### config.mk
export PLATFORM = sky130hd
export DESIGN_NAME = fetch_pc_unit
export DESIGN_NICKNAME = d
export VERILOG_FILES = /design/src/rtl/fetch_pc_unit_pkg.sv /design/src/rtl/fetch_pc_unit_fifo2.sv /design/src/rtl/fetch_pc_unit.sv
export SDC_FILE = /design/constraint.sdc
export NUM_CORES = 1
export LEC_CHECK = 0
export CAP_MARGIN = 25
export CORE_MARGIN = 4
export CORE_UTILIZATION = 55
export CTS_BUF_LIST = sky130_fd_sc_hd__clkbuf_4
export CTS_CLUSTER_DIAMETER = 200
export DETAILED_ROUTE_END_ITERATION = 6
export PLACE_DENSITY = 0.8
export SLEW_MARGIN = 20
export SYNTH_ARGS = -nofsm -noshare
export SYNTH_HDL_FRONTEND = slang
export SYNTH_HIERARCHICAL = 1
export SYNTH_SLANG_ARGS = --single-unit
### constraint.sdc
create_clock -name clk -period 3.9 [get_ports clk]
set_input_delay 0.39 -clock clk [delete_from_list [all_inputs] [get_ports clk]]
set_output_delay 0.39 -clock clk [all_outputs]
set_load 0.005 [all_outputs]
### src/rtl/fetch_pc_unit_pkg.sv
// Shared types for the fetch PC unit: FSM states, reset PC, tag and response layouts.
// No logic; pure declarations.
// No handshake of its own.
package fetch_pc_unit_pkg;

    typedef enum logic [1:0] {
        S_BOOT = 2'd0,
        S_RUN  = 2'd1,
        S_HALT = 2'd2
    } state_t;

    localparam logic [31:0] RESET_PC_DEF  = 32'h0000_0000;
    localparam int unsigned MAX_OUTST_DEF = 2;

    typedef struct packed {
        logic [31:0] pc;
        logic        epoch;
    } tag_t;

    typedef struct packed {
        logic [31:0] pc;
        logic [31:0] instr;
    } rsp_t;

endpackage

### src/rtl/fetch_pc_unit_fifo2.sv
// Two-entry synchronous FIFO with flush; head is visible combinationally.
// Latency: a push is readable at the head the cycle after it is written.
// No internal backpressure: callers must not push when full or pop when empty.
module fetch_pc_unit_fifo2 #(
    parameter int W = 32
) (
    input  logic         clk,
    input  logic         rstn,
    input  logic         flush,
    input  logic         push,
    input  logic [W-1:0] push_dat,
    input  logic         pop,
    output logic [W-1:0] head_dat,
    output logic         full,
    output logic         empty,
    output logic [1:0]   count
);

    logic [W-1:0] mem_q [2];
    logic         wr_ptr_q;
    logic         rd_ptr_q;
    logic [1:0]   cnt_q;

    // Flush wins over any same-cycle push or pop.
    always_ff @(posedge clk or negedge rstn) begin
        if (!rstn) begin
            mem_q[0] <= '0;
            mem_q[1] <= '0;
            wr_ptr_q <= 1'b0;
            rd_ptr_q <= 1'b0;
            cnt_q    <= 2'd0;
        end else if (flush) begin
            wr_ptr_q <= 1'b0;
            rd_ptr_q <= 1'b0;
            cnt_q    <= 2'd0;
        end else begin
            if (push) begin
                mem_q[wr_ptr_q] <= push_dat;
            end
            wr_ptr_q <= wr_ptr_q ^ push;
            rd_ptr_q <= rd_ptr_q ^ pop;
            cnt_q    <= cnt_q + {1'b0, push} - {1'b0, pop};
        end
    end

    assign head_dat = mem_q[rd_ptr_q];
    assign full     = (cnt_q == 2'd2);
    assign empty    = (cnt_q == 2'd0);
    assign count    = cnt_q;

endmodule

### src/rtl/fetch_pc_unit.sv
// Fetch PC unit: issues in-order IMEM word fetches, buffers responses, delivers (pc, instr) to IF/ID.
// Latency: first request one cycle after reset release; out_valid the cycle after the matching response.
// Backpressure: requests stop once outstanding + buffered reaches 2; redirect blocks issue and delivery.
module fetch_pc_unit
    import fetch_pc_unit_pkg::*;
#(
    parameter logic [31:0] RESET_PC  = RESET_PC_DEF,
    parameter int unsigned MAX_OUTST = MAX_OUTST_DEF
) (
    input  logic        clk,
    input  logic        rstn,
    input  logic        redirect_valid,
    input  logic [31:0] redirect_pc,
    input  logic        halt,
    output logic        imem_req_valid,
    input  logic        imem_req_ready,
    output logic [31:0] imem_req_addr,
    input  logic        imem_rsp_valid,
    input  logic [31:0] imem_rsp_data,
    output logic        out_valid,
    input  logic        out_ready,
    output logic [31:0] out_pc,
    output logic [31:0] out_instr,
    output logic        misalign_err
);

    state_t      state_q;
    logic [31:0] pc_q;
    logic [31:0] pc_d;
    logic        epoch_q;
    logic        misalign_q;

    tag_t        tag_push_dat;
    tag_t        tag_head;
    logic        tag_push, tag_pop, tag_full, tag_empty;
    logic [1:0]  tag_cnt;

    rsp_t        buf_push_dat;
    rsp_t        buf_head;
    logic        buf_push, buf_pop, buf_full, buf_empty;
    logic [1:0]  buf_cnt;

    logic [2:0]  inflight;

    assign inflight       = {1'b0, tag_cnt} + {1'b0, buf_cnt};
    assign imem_req_valid = (state_q == S_RUN) && !redirect_valid && (inflight < 3'(MAX_OUTST));
    assign imem_req_addr  = pc_q;

    assign tag_push     = imem_req_valid && imem_req_ready;
    assign tag_push_dat = '{pc: pc_q, epoch: epoch_q};
    assign tag_pop      = imem_rsp_valid && !tag_empty;

    // Responses tagged with an older epoch belong to a squashed path and are discarded.
    assign buf_push     = tag_pop && (tag_head.epoch == epoch_q) && !redirect_valid;
    assign buf_push_dat = '{pc: tag_head.pc, instr: imem_rsp_data};

    assign out_valid    = !buf_empty && !redirect_valid;
    assign buf_pop      = out_valid && out_ready;
    assign out_pc       = buf_empty ? 32'h0 : buf_head.pc;
    assign out_instr    = buf_empty ? 32'h0 : buf_head.instr;
    assign misalign_err = misalign_q;

    always_comb begin
        pc_d = pc_q;
        if (redirect_valid) begin
            pc_d = {redirect_pc[31:2], 2'b00};
        end else if (tag_push) begin
            pc_d = pc_q + 32'd4;
        end
    end

    always_ff @(posedge clk or negedge rstn) begin
        if (!rstn) begin
            state_q    <= S_BOOT;
            pc_q       <= RESET_PC;
            epoch_q    <= 1'b0;
            misalign_q <= 1'b0;
        end else begin
            pc_q       <= pc_d;
            epoch_q    <= epoch_q ^ redirect_valid;
            misalign_q <= redirect_valid && (|redirect_pc[1:0]);
            case (state_q)
                S_BOOT:  state_q <= S_RUN;
                S_RUN:   if (halt)  state_q <= S_HALT;
                S_HALT:  if (!halt) state_q <= S_RUN;
                default: state_q <= S_BOOT;
            endcase
        end
    end

    // Tag FIFO is never flushed so stale responses still find their tag.
    fetch_pc_unit_fifo2 #(.W($bits(tag_t))) u_tag_fifo (
        .clk      (clk),
        .rstn     (rstn),
        .flush    (1'b0),
        .push     (tag_push),
        .push_dat (tag_push_dat),
        .pop      (tag_pop),
        .head_dat (tag_head),
        .full     (tag_full),
        .empty    (tag_empty),
        .count    (tag_cnt)
    );

    fetch_pc_unit_fifo2 #(.W($bits(rsp_t))) u_rsp_buf (
        .clk      (clk),
        .rstn     (rstn),
        .flush    (redirect_valid),
        .push     (buf_push),
        .push_dat (buf_push_dat),
        .pop      (buf_pop),
        .head_dat (buf_head),
        .full     (buf_full),
        .empty    (buf_empty),
        .count    (buf_cnt)
    );

    a_rsp_has_tag: assert property (@(posedge clk) disable iff (!rstn)
        imem_rsp_valid |-> !tag_empty);
    a_no_overflow: assert property (@(posedge clk) disable iff (!rstn)
        !(tag_push && tag_full && !tag_pop) && !(buf_push && buf_full && !buf_pop));
    a_max_outst: assert property (@(posedge clk) MAX_OUTST == 2);

endmodule

## Word level (Yosys, flattened, before mapping)

Cells that the tools add are included.

| word-level totals | value |
|---|---|
| register bits after elaboration | 238 |
| latch bits | 0 |
| memory bits (writable) | 0 |
| bits in read-only memories | 0 |
| input bits | 71 |
| output and inout port bits | 99 |
| logic and storage cells | 85 |
| memories | 0 |

| operators by class | value |
|---|---|
| add/subtract/negate cells | 6 |
| $mul | 0 |
| divide/modulo/power cells | 0 |
| $lt $le $gt $ge | 7 |
| equal/unequal tests | 5 |
| shift-type cells | 0 |
| muxes and demuxes | 22 |
| bitwise logic cells | 10 |
| reduce and logical (&&, ||, !) cells | 21 |

Operator list:

| cell | number |
|---|---|
| 64-bit 2-to-1 mux | 4 |
| 33-bit 2-to-1 mux | 4 |
| 128-bit bitwise mux | 1 |
| 32-bit 2-to-1 mux | 4 |
| 66-bit bitwise mux | 1 |
| 64-bit demux with 1-bit select | 1 |
| 33-bit demux with 1-bit select | 1 |
| 32-bit by 3-bit adder with 32-bit output (second input constant) | 1 |
| 1-bit logical AND | 11 |
| 2-bit greater-or-equal comparator (second input constant) | 4 |
| 1-bit inverter with 2-bit output | 4 |
| 2-bit zero test | 3 |
| 2-bit 2-to-1 mux | 3 |
| 2-bit one-hot mux with 3 select lines | 1 |
| 1-bit bitwise XOR | 5 |
| 2-bit by 1-bit adder with 2-bit output | 2 |
| 2-bit by 1-bit < comparator with 1-bit output (second input constant) | 2 |
| 2-bit inequality test (second input constant) | 2 |
| 2-bit AND reduction | 2 |
| 2-bit by 1-bit subtractor with 2-bit output | 2 |
| 2-bit by 2-bit adder with 3-bit output | 1 |
| 1-bit zero test | 3 |
| 3-bit by 2-bit < comparator with 1-bit output (second input constant) | 1 |
| 2-bit by 1-bit == test with 1-bit output (second input constant) | 1 |
| 6 further kinds | 7 |

## Longest topological paths before layout

Gate-level depths: netlist of the first run.

| logic depth | value |
|---|---|
| depth after elaboration | 10 |
| mapped depth | 9 |

## Cells and area by module

The synthesis of the first run kept the hierarchy.

Modules (own cells, without submodules):

| module | instances | cells an instance | area each (µm²) | sequential area each (µm²) |
|---|---|---|---|---|
| fetch_pc_unit_fifo2 at u_rsp_buf | 1 | 360 | 6058.3 | 3303.2 |
| fetch_pc_unit_fifo2 at u_tag_fifo | 1 | 194 | 3089.2 | 1751.7 |
| fetch_pc_unit | 1 | 316 | 2567.5 | 850.8 |

## Least setup slack after synthesis of the first run

Ideal clock, no wire load.

| timing path | value |
|---|---|
| kind | register to register |
| start point | reg u_tag_fifo.cnt_q[0] (netlist: u_tag_fifo/count[0]) |
| end point | reg pc_q[29] (netlist: imem_req_addr[29]) |
| data arrival time | 2859 ps |
| slack | 959 ps |
| cell stages (with the launch flop) | 9 |
| clock period less this slack | 2941 ps |
| cell sequence | dfrtp_1 > and2_1 > fa_1 > or4b_1 > buf_2 > or4_1 > buf_2 > or4_1 > a31oi_1 |

| between the ends | value |
|---|---|
| word-level cells in the longest chain between the ends | 5 |

RTL lines:

| what | line | RTL |
|---|---|---|
| from (decl) | fetch_pc_unit_fifo2.sv:22 | `logic [1:0] cnt_q;` |
| from (signal assigned) | fetch_pc_unit_fifo2.sv:42 | `cnt_q <= cnt_q + {1'b0, push} - {1'b0, pop};` |
| 2-bit by 2-bit adder with 3-bit output | fetch_pc_unit.sv:45 | `assign inflight = {1'b0, tag_cnt} + {1'b0, buf_cnt};` |
| 3-bit by 2-bit < comparator with 1-bit output | fetch_pc_unit.sv:46 | `assign imem_req_valid = (state_q == S_RUN) && !redirect_valid && (inflight < 3'(MAX_OUTST));` |
| 1-bit logical AND | fetch_pc_unit.sv:46 |  |
| 1-bit logical AND | fetch_pc_unit.sv:49 | `assign tag_push = imem_req_valid && imem_req_ready;` |
| 2-bit nonzero test (no line) | - |  |
| to (signal assigned) | fetch_pc_unit.sv:79 | `pc_q <= pc_d;` |
| to (decl) | fetch_pc_unit.sv:28 | `logic [31:0] pc_q;` |

No other way between the ends.
A chain may end at the register's enable or synchronous reset.

## Final worst setup path of the first run

| timing path | value |
|---|---|
| start point | reg u_rsp_buf.cnt_q[0] (netlist: u_rsp_buf/count[0]) |
| end point | reg u_tag_fifo/mem_q[65] in the netlist's numbering |

| between the ends | value |
|---|---|
| word-level cells in the longest chain between the ends | 4 |

RTL lines:

| what | line | RTL |
|---|---|---|
| from (decl) | fetch_pc_unit_fifo2.sv:22 |  |
| from (signal assigned) | fetch_pc_unit_fifo2.sv:42 |  |
| 2-bit by 2-bit adder with 3-bit output | fetch_pc_unit.sv:45 |  |
| 3-bit by 2-bit < comparator with 1-bit output | fetch_pc_unit.sv:46 |  |
| 1-bit logical AND | fetch_pc_unit.sv:46 |  |
| 1-bit logical AND | fetch_pc_unit.sv:49 |  |
| named net tag_push | fetch_pc_unit.sv:35 | `logic tag_push, tag_pop, tag_full, tag_empty;` |
| to (signal, indexed assignment) | fetch_pc_unit_fifo2.sv:38 | `mem_q[wr_ptr_q] <= push_dat;` |
| to (decl) | fetch_pc_unit_fifo2.sv:19 | `logic [W-1:0] mem_q [2];` |

The timed path passes the listed nets, and every way through them passes these cells.

==> flow_summary_export.csv, run 1 <==
group,metric,value,unit
timing,setup_viol,0,
global_routing,use_met2,0.341,
cts,cts.reportedPaths.clkPinSlew,70,ps
setup_path,crit_fanout,33,
cells_and_area,fin_nets,1150,
setup_path,required,4420,ps
global_routing,track_usage,0.220,
global_routing,grt_pass1_vias,8315,
timing,fin_hold_ws,280,ps
setup_path,r2r_start,"u_rsp_buf/count[0]$_DFF_PN0_",
synth,yosysWarnings,6,
die,core,21000,µm²
timing,setup_slack,422,ps
power_and_ir_drop,pwr_density_cell,548,nW/µm²
routing,wl_per_cell,18.7,µm
timing,clock_skew,44.9,ps
timing,fin_crit_sh,0.892,
timing,rsz0062_at_grt,"no",
synth,syn_inst,868,
global_routing,grt_overflow,0,
setup_path,setup.worst_path.end,"u_tag_fifo/mem_q[65]$_DFFE_PN0P_",
power_and_ir_drop,ir_worst_vdd,0.000287,V
routing,drt_iter0_drc,433,
timing,hold_viol,0,
status,outcome,"finished clean",
global_routing,grt_util_met3,0.0518,
place,dp_slack,498,ps
routing,firstDrtPassIters,4,
cts,clk_latency,670,ps
cts,numCtsBuffers,60,
die,std_cell_rows,53,
timing,fmax,0.288,GHz
global_routing,grt_pass1_wl,42800,µm
global_routing,busiest_layer,"met2",
routing,drt_wl_total,25900,µm
cts,cts_tree,"done",
timing,worstMarginPinSlew,1000,ps
setup_path,critical_path_class,"register to register",
cts,ctsRootBufferMaster,"clkbuf_4",
job,cap_violations,0,
global_routing,grt.met1_usage,0.307,
die,dieArea,23700,µm²
setup_path,reg2reg_to,"u_tag_fifo/mem_q[65]$_DFFE_PN0P_",
die,die-height,154,µm
place,hpwl,16900,µm
power_and_ir_drop,fin_total_pwr,7.84,mW
timing,min_period,3480,ps
synth,synth_area,11700,µm²
setup_path,setup.worst_path.start,"u_rsp_buf/count[0]$_DFF_PN0_",
cts,clkSinkCount,236,
power_and_ir_drop,p_leak,6.56,nW
routing,drc_errors,0,
die,dieWidth,154,µm
timing,setup-tns-final,0,ps
die,start_util,0.558,
cells_and_area,syn2layout_area_growth,22.2,%
cells_and_area,post-route-util,0.683,
global_routing,grt_max_degree,131,
routing,via_per_inst,5.61,
place,port_buffers,167,
hold_path,hp-class,"input pin to register",
place,gp_congestion,0.884,
cells_and_area,drive_above_1_share,0.363,
routing,dr_total_vias,7791,
setup_path,critPathArrivalTime,4000,ps
die,boundaryPins,170,
global_routing,antenna_found_initial,1,
setup_path,start_kind,"register",
timing,slew_viol_final,0,
synth,avgSynthCellArea,13.5,µm²
cts,cts_buffer_depth,3,
setup_path,r2r_slack,420,ps
routing,final_antenna_net_count,0,
cts,h-tree-depth,2,
timing,slew-limit-headroom,0.331,
setup_path,rr_worst_depth,8,
setup_path,endpoint_kind,"register",
where the power goes:
| group | switching (mW) | internal, mW |
|---|---|---|
| Combinational | 0.830 | 1.34 |
| Sequential | 0.456 | 3.09 |
| Clock | 0.957 | 1.16 |
layout make-up:
cell class	count	area [µm²]
Timing Repair Buffer	184	1860
Clock buffer	89	668
Tap cell	275	344
Fill cell	1583	6650
Sequential cell	236	5910
Multi-Input combinational cell	583	5400
Inverter	8	30.0
Antenna cell	1	2.50
Clock inverter	12	100
worst min-delay path by stage:
stage	from	end	slack [ps]	depth (start not counted)
detailed placement	u_tag_fifo/mem_q[55]$_DFFE_PN0P_	u_tag_fifo/mem_q[55]$_DFFE_PN0P_	470	1
floorplan	rstn	epoch_q$_DFF_PN0_	90	0
finish	redirect_pc[3]	imem_req_addr[3]$_DFFE_PN0P_	280	3
global route	redirect_pc[3]	imem_req_addr[3]$_DFFE_PN0P_	250	3
CTS	redirect_pc[3]	imem_req_addr[3]$_DFFE_PN0P_	220	3
global placement	u_rsp_buf/mem_q[119]$_DFFE_PN0P_	u_rsp_buf/mem_q[119]$_DFFE_PN0P_	470	1
stage by stage:
stage	area (µm²)	std cells
floorplan	11700	879
global placement	13500	1285
detailed placement	13500	1285
CTS	14300	1387
global route	14300	1388
finish	14300	1388
critical path: stages (launching register included):
cell      delay [ps]
dfrtp_1          420
and2_1           170
fa_1             440
nor4b_1          570
nand2_1          500
clkinv_1         200
nor3b_4          190
buf_4            420
mux2_2           400
state kept, by name (all words and copies together) (netlist names):
signal / flops
imem_req_addr: 30
u_rsp_buf/wr_ptr_q: 1
state_q: 2
u_rsp_buf/mem_q: 128
u_rsp_buf/count: 2
u_tag_fifo/mem_q: 66
u_tag_fifo/count: 2
u_rsp_buf/rd_ptr_q: 1
epoch_q: 1
u_tag_fifo/wr_ptr_q: 1
misalign_err: 1
u_tag_fifo/rd_ptr_q: 1
metal layers:
metal | share of wire | vias to the layer above
met5 | 0 | -
met4 | 0.024 | 0
met3 | 0.061 | 54
met2 | 0.46 | 299
met1 | 0.46 | 3874
li1 | - | 3564
cells in the final DEF (no fill, tap or decap), types with 9 or more instances in the layout:
master,count
mux2_4,60
clkdlybuf4s50_1,166
clkbuf_4,89
nor2b_1,71
buf_4,12
nand2_1,28
mux2_2,225
clkinv_1,9
nand4_1,13
o311ai_0,11
dfrtp_1,235
nor3_1,10
o21ai_0,11
nand3_1,21
or4_1,13
nor2_1,18
and2_1,9
conb_1,12
timing repair:
action,4_1_cts,5_1_grt
hold buffers,1,0
gates resized for setup,0,0
endpoints found under the hold margin,127,0
buffers inserted,0,0
Power figures use the tool's default switching activity.
==> run 2, diff against run 1 <==
--- a/config.mk
+++ b/config.mk
@@ -11,3 +11,3 @@
 export CTS_BUF_LIST = sky130_fd_sc_hd__clkbuf_4
-export CTS_CLUSTER_DIAMETER = 200
+export CTS_CLUSTER_DIAMETER = 30
 export DETAILED_ROUTE_END_ITERATION = 6
==> constraint.sdc (replaced) <==
create_clock -name clk -period 3.9 [get_ports clk]
set_input_delay 0.78 -clock clk [delete_from_list [all_inputs] [get_ports clk]]
set_output_delay 0.78 -clock clk [all_outputs]
set_load 0.005 [all_outputs]
==> flow_summary_export.csv, run 2 (synthesis gave the netlist of run 1 again) <==
group,metric,value,unit
routing,final_antenna_net_count,0,
setup_path,endpoint_kind,"primary output",
timing,fin_hold_ws,155,ps
setup_path,required,3120,ps
cells_and_area,drive_above_1_share,0.370,
routing,dr_total_vias,7866,
routing,drt_wl_total,26300,µm
power_and_ir_drop,p_leak,6.63,nW
setup_path,path_buf_inv,1,
power_and_ir_drop,pwr_density_cell,560,nW/µm²
timing,hold_viol,0,
die,start_util,0.558,
place,hpwl,16900,µm
cts,numCtsBuffers,68,
setup_path,critical_path_class,"register to primary output",
cts,cts.hold.buffers_added,0,
timing,setup-tns-final,0,ps
job,cap_violations,0,
cts,ctsRootBufferMaster,"clkbuf_4",
cts,clkSinkCount,236,
cts,cts_buffer_depth,3,
status,outcome,"finished clean",
timing,slew_viol_final,0,
die,core,21000,µm²
timing,clock_skew,49.2,ps
cts,cts_tree,"done",
cells_and_area,largest_register_ffs,128,
routing,firstDrtPassIters,5,
power_and_ir_drop,ir_worst_vdd,0.000314,V
global_routing,track_usage,0.225,
global_routing,antenna_found_initial,1,
cts,cts.reportedPaths.clkPinSlew,50,ps
timing,min_period,3670,ps
hold_path,hp-class,"input pin to asynchronous set/reset pin",
routing,drt_iter0_drc,416,
timing,setup_viol,0,
global_routing,grt_pass1_vias,8647,
cts,clk_latency,650,ps
cells_and_area,layout_commonest_cell,"dfrtp_1",
setup_path,cp_top_family,"simple AND/OR/NAND/NOR gates",
timing,fin_crit_sh,0.941,
die,boundaryPins,170,
routing,wl_per_cell,18.7,µm
setup_path,cp_slowest_stage_delay,570,ps
timing,rsz0062_at_grt,"no",
routing,drc_errors,0,
timing,fmax,0.272,GHz
setup_path,crit_fanout,9,
cells_and_area,fin_nets,1161,
cells_and_area,final_cell_mix,"dfrtp_1, mux2_2, clkdlybuf4s50_1",
setup_path,start_kind,"register",
routing,via_per_inst,5.61,
place,gp_congestion,0.936,
die,dieWidth,154,µm
cells_and_area,syn2layout_area_growth,23.4,%
timing,worstMarginPinSlew,890,ps
setup_path,crit_path_top_delay_cell,"or4b_4",
die,die-height,154,µm
setup_path,crit_chain,"and2_1 > fa_1 > or4b_4 > nor2_1 > clkdlybuf4s50_1",
global_routing,grt_max_degree,93,
cells_and_area,largest-register,"u_rsp_buf/mem_q",
setup_path,critPathArrivalTime,2890,ps
global_routing,grt_overflow,0,
timing,slew-limit-headroom,0.407,
cts,h-tree-depth,3,
die,dieArea,23700,µm²
place,port_buffers,167,
die,std_cell_rows,53,
global_routing,grt_pass1_wl,43500,µm
[run 2: final cells by class]
class	count	area [µm²]
sequential	236	5910
timing repair buffer	187	1890
antenna	1	2.50
tap	275	344
fill	1563	6520
clock inverter	18	149
multi-input combinational	583	5400
clock buffer	95	713
inverter	8	30.0
[run 2: where the power goes]
part | internal, mW | switching [mW]
registers | 3.09 | 0.449
logic | 1.37 | 0.847
clock network | 1.32 | 1.02
total | 5.78 | 2.31
[run 2: path summary, 6_finish.rpt]
kind                                                  startpoint                          endpoint  slack (ps)  depth (start not counted)
min in group clk                u_rsp_buf/mem_q[127]$_DFFE_PN0P_  u_rsp_buf/mem_q[127]$_DFFE_PN0P_         490                          1
worst max register to register      u_rsp_buf/count[0]$_DFF_PN0_     imem_req_addr[27]$_DFFE_PN0P_         800                          6
worst min register to register  u_rsp_buf/mem_q[127]$_DFFE_PN0P_  u_rsp_buf/mem_q[127]$_DFFE_PN0P_         490                          1
worst min-delay path                                        rstn   u_rsp_buf/mem_q[55]$_DFFE_PN0P_         150                          1
max in group asynchronous                                   rstn   u_rsp_buf/mem_q[49]$_DFFE_PN0P_        2760                          2
worst max-delay path                u_rsp_buf/count[0]$_DFF_PN0_                    imem_req_valid         230                          5
[run 2: layer usage]
layer | global-route usage | vias to the layer above | routed length [µm]
met4 | 0.0849 | 0 | 751
met1 | 0.306 | 3931 | 11700
met5 | 0 | - | 0
li1 | - | 3592 | -
met3 | 0.0566 | 66 | 1650
met2 | 0.351 | 277 | 12200
[run 2: through the flow]
| stage | cells | utilization | setup WS, ps | area [µm²] | total power, mW |
|---|---|---|---|---|---|
| after global routing | 1403 | 0.689 | 87.1 | 14400 | 8.59 |
| after global placement | 1289 | 0.647 | 533 | 13600 | 5.70 |
| after CTS | 1402 | 0.689 | 75.1 | 14400 | 8.19 |
| after detailed placement | 1289 | 0.647 | 481 | 13600 | 5.80 |
| after floorplan | 879 | - | 976 | 11700 | 4.98 |
| final | 1403 | 0.689 | 230 | 14400 | 8.09 |
[run 2: what timing repair did]
item / 4_1_cts / 5_1_grt
setup buffers: 0 / 0
endpoints found under the setup margin: 0 / 1
gates resized for setup: 0 / 1
==> run 3, diff against run 2 <==
CORE_ASPECT_RATIO = 2   (was default)
HOLD_SLACK_MARGIN = 0.12   (was default)
==> flow_summary_export.csv, run 3 (synthesis gave the netlist of run 1 again) <==
group,metric,value,unit
status,outcome,"finished clean",
cells_and_area,final_cells,1376,
timing,fin_hold_ws,478,ps
setup_path,rr_worst_depth,6,
hold_path,hp-class,"register to register",
hold_path,hold_start,"u_rsp_buf/mem_q[118]$_DFFE_PN0P_",
timing,min_period,3690,ps
global_routing,grt_overflow,0,
cts,ctsRootBufferMaster,"clkbuf_4",
global_routing,grt_pass1_wl,43600,µm
cells_and_area,largest-register,"u_rsp_buf/mem_q",
cells_and_area,syn2layout_area_growth,22.2,%
job,cap_violations,0,
timing,hold_viol,0,
routing,dr_total_vias,7864,
place,dpl.cell_count,1284,
cells_and_area,fillCellCount,1566,
die,std_cell_rows,75,
power_and_ir_drop,pwr_density_cell,539,nW/µm²
global_routing,grt_max_degree,99,
cells_and_area,layout_commonest_cell,"dfrtp_1",
routing,via_per_inst,5.72,
cells_and_area,largest_register_ffs,128,
timing,setup_slack,210,ps
cts,clkSinkCount,236,
place,port_buffers,167,
setup_path,crit_fanout,9,
die,boundaryPins,170,
cts,post_cts_buffers,0,
timing,fin_crit_sh,0.946,
die,die-height,214,µm
power_and_ir_drop,p_leak,6.55,nW
cells_and_area,final_area,14300,µm²
timing,worstMarginPinSlew,868,ps
power_and_ir_drop,ir_worst_vdd,0.000300,V
cells_and_area,drive_above_1_share,0.362,
timing,setup_viol,0,
routing,wl_per_cell,19.2,µm
setup_path,start_kind,"register",
die,dieWidth,111,µm
routing,drt_iter0_drc,337,
cells_and_area,final_cell_mix,"dfrtp_1, mux2_2, clkdlybuf4s50_1",
hold_path,hold_depth,1,
timing,fmax,0.271,GHz
timing,slew_viol_final,0,
global_routing,antenna_found_initial,1,
setup_path,reg2reg_to,"imem_req_addr[27]$_DFFE_PN0P_",
die,core,20900,µm²
hold_path,min_to,"u_rsp_buf/mem_q[118]$_DFFE_PN0P_",
timing,slew-limit-headroom,0.421,
routing,final_antenna_net_count,0,
cells_and_area,multi_input_area,5400,µm²
timing,rsz0062_at_grt,"no",
power_and_ir_drop,fin_total_pwr,7.71,mW
setup_path,r2r_slack,800,ps
cells_and_area,fin_nets,1148,
place,hpwl,17900,µm
cts,numCtsBuffers,53,
routing,drt_wl_total,26400,µm
setup_path,critPathArrivalTime,2910,ps
setup_path,critical_path_class,"register to primary output",
cts,cts_buffer_depth,3,
timing,clock_skew,24.2,ps
place,dp_slack,465,ps
setup_path,r2r_start,"u_rsp_buf/count[0]$_DFF_PN0_",
die,dieArea,23800,µm²
routing,drc_errors,0,
die,start_util,0.559,
place,postPlaceCellArea,13600,µm²
global_routing,grt_pass1_vias,8478,
cts,cts.reportedPaths.clkPinSlew,70,ps
cts,clk_latency,660,ps
setup_path,endpoint_kind,"primary output",
routing,firstDrtPassIters,5,
global_routing,track_usage,0.224,
timing,setup-tns-final,0,ps
setup_path,required,3120,ps
cells_and_area,regArea,5910,µm²
cts,cts_tree,"done",
cells_and_area,post-route-util,0.683,
cts,h-tree-depth,2,
place,gp_congestion,0.921,
==> run 3: changes by cell type in the layout (fill, tap and decap cells not counted), sizes merged <==
cell / change
buf: +1
clkinv: -7
dlygate4sd3: +1
clkbuf: -15
bufinv: -1
==> run 3: worst max-delay path by stage <==
stage	startpoint	to	slack (ps)	cells past startpoint
6_report	u_rsp_buf/count[0]$_DFF_PN0_	imem_req_valid	210	5
5_1_grt	u_rsp_buf/count[0]$_DFF_PN0_	imem_req_valid	60	5
4_1_cts	u_rsp_buf/count[0]$_DFF_PN0_	imem_req_valid	20	5
3_5_place_dp	redirect_valid	imem_req_addr[27]$_DFFE_PN0P_	460	5
3_3_place_gp	redirect_valid	imem_req_addr[29]$_DFFE_PN0P_	500	5
2_1_floorplan	u_tag_fifo/count[0]$_DFF_PN0_	imem_req_addr[29]$_DFFE_PN0P_	980	8
==> run 3: timing repair <==
action / in CTS / in global routing
gates resized for setup: 0 / 1
hold buffers: 1 / 0
endpoints found under the setup margin: 0 / 1
endpoints found under the hold margin: 59 / 0
==> run 3: report_power, final <==
part           leakage (nW)  total [mW]  switching [mW]  internal (mW)
clock                 0.412        1.97           0.915           1.06
sequential             3.11        3.53           0.436           3.09
combinational          3.02        2.21           0.836           1.37
total                  6.55        7.71            2.19           5.52
==> run 3: routing by layer <==
metal  GRT usage  up-vias  share of wire
li1            -     3574              -
met1       0.255     3951           0.38
met2       0.400      266           0.53
met3      0.0398       73          0.045
met4       0.115        0          0.040
met5           0        -              0
==> run 3: cell type report <==
cell class,instances,area share
Antenna cell,1,0.000175
Clock buffer,80,0.0420
Clock inverter,10,0.00630
Inverter,8,0.00210
Multi-Input combinational cell,583,0.378
Sequential cell,236,0.413
Tap cell,269,0.0235
Timing Repair Buffer,189,0.135
==> run 3: worst max-delay path, stage by stage, from the launching register on <==
cell and delay [ps]:
dfrtp_1 410, and2_1 160, fa_1 490, or4b_4 580, nor2_1 120, clkdlybuf4s50_1 510
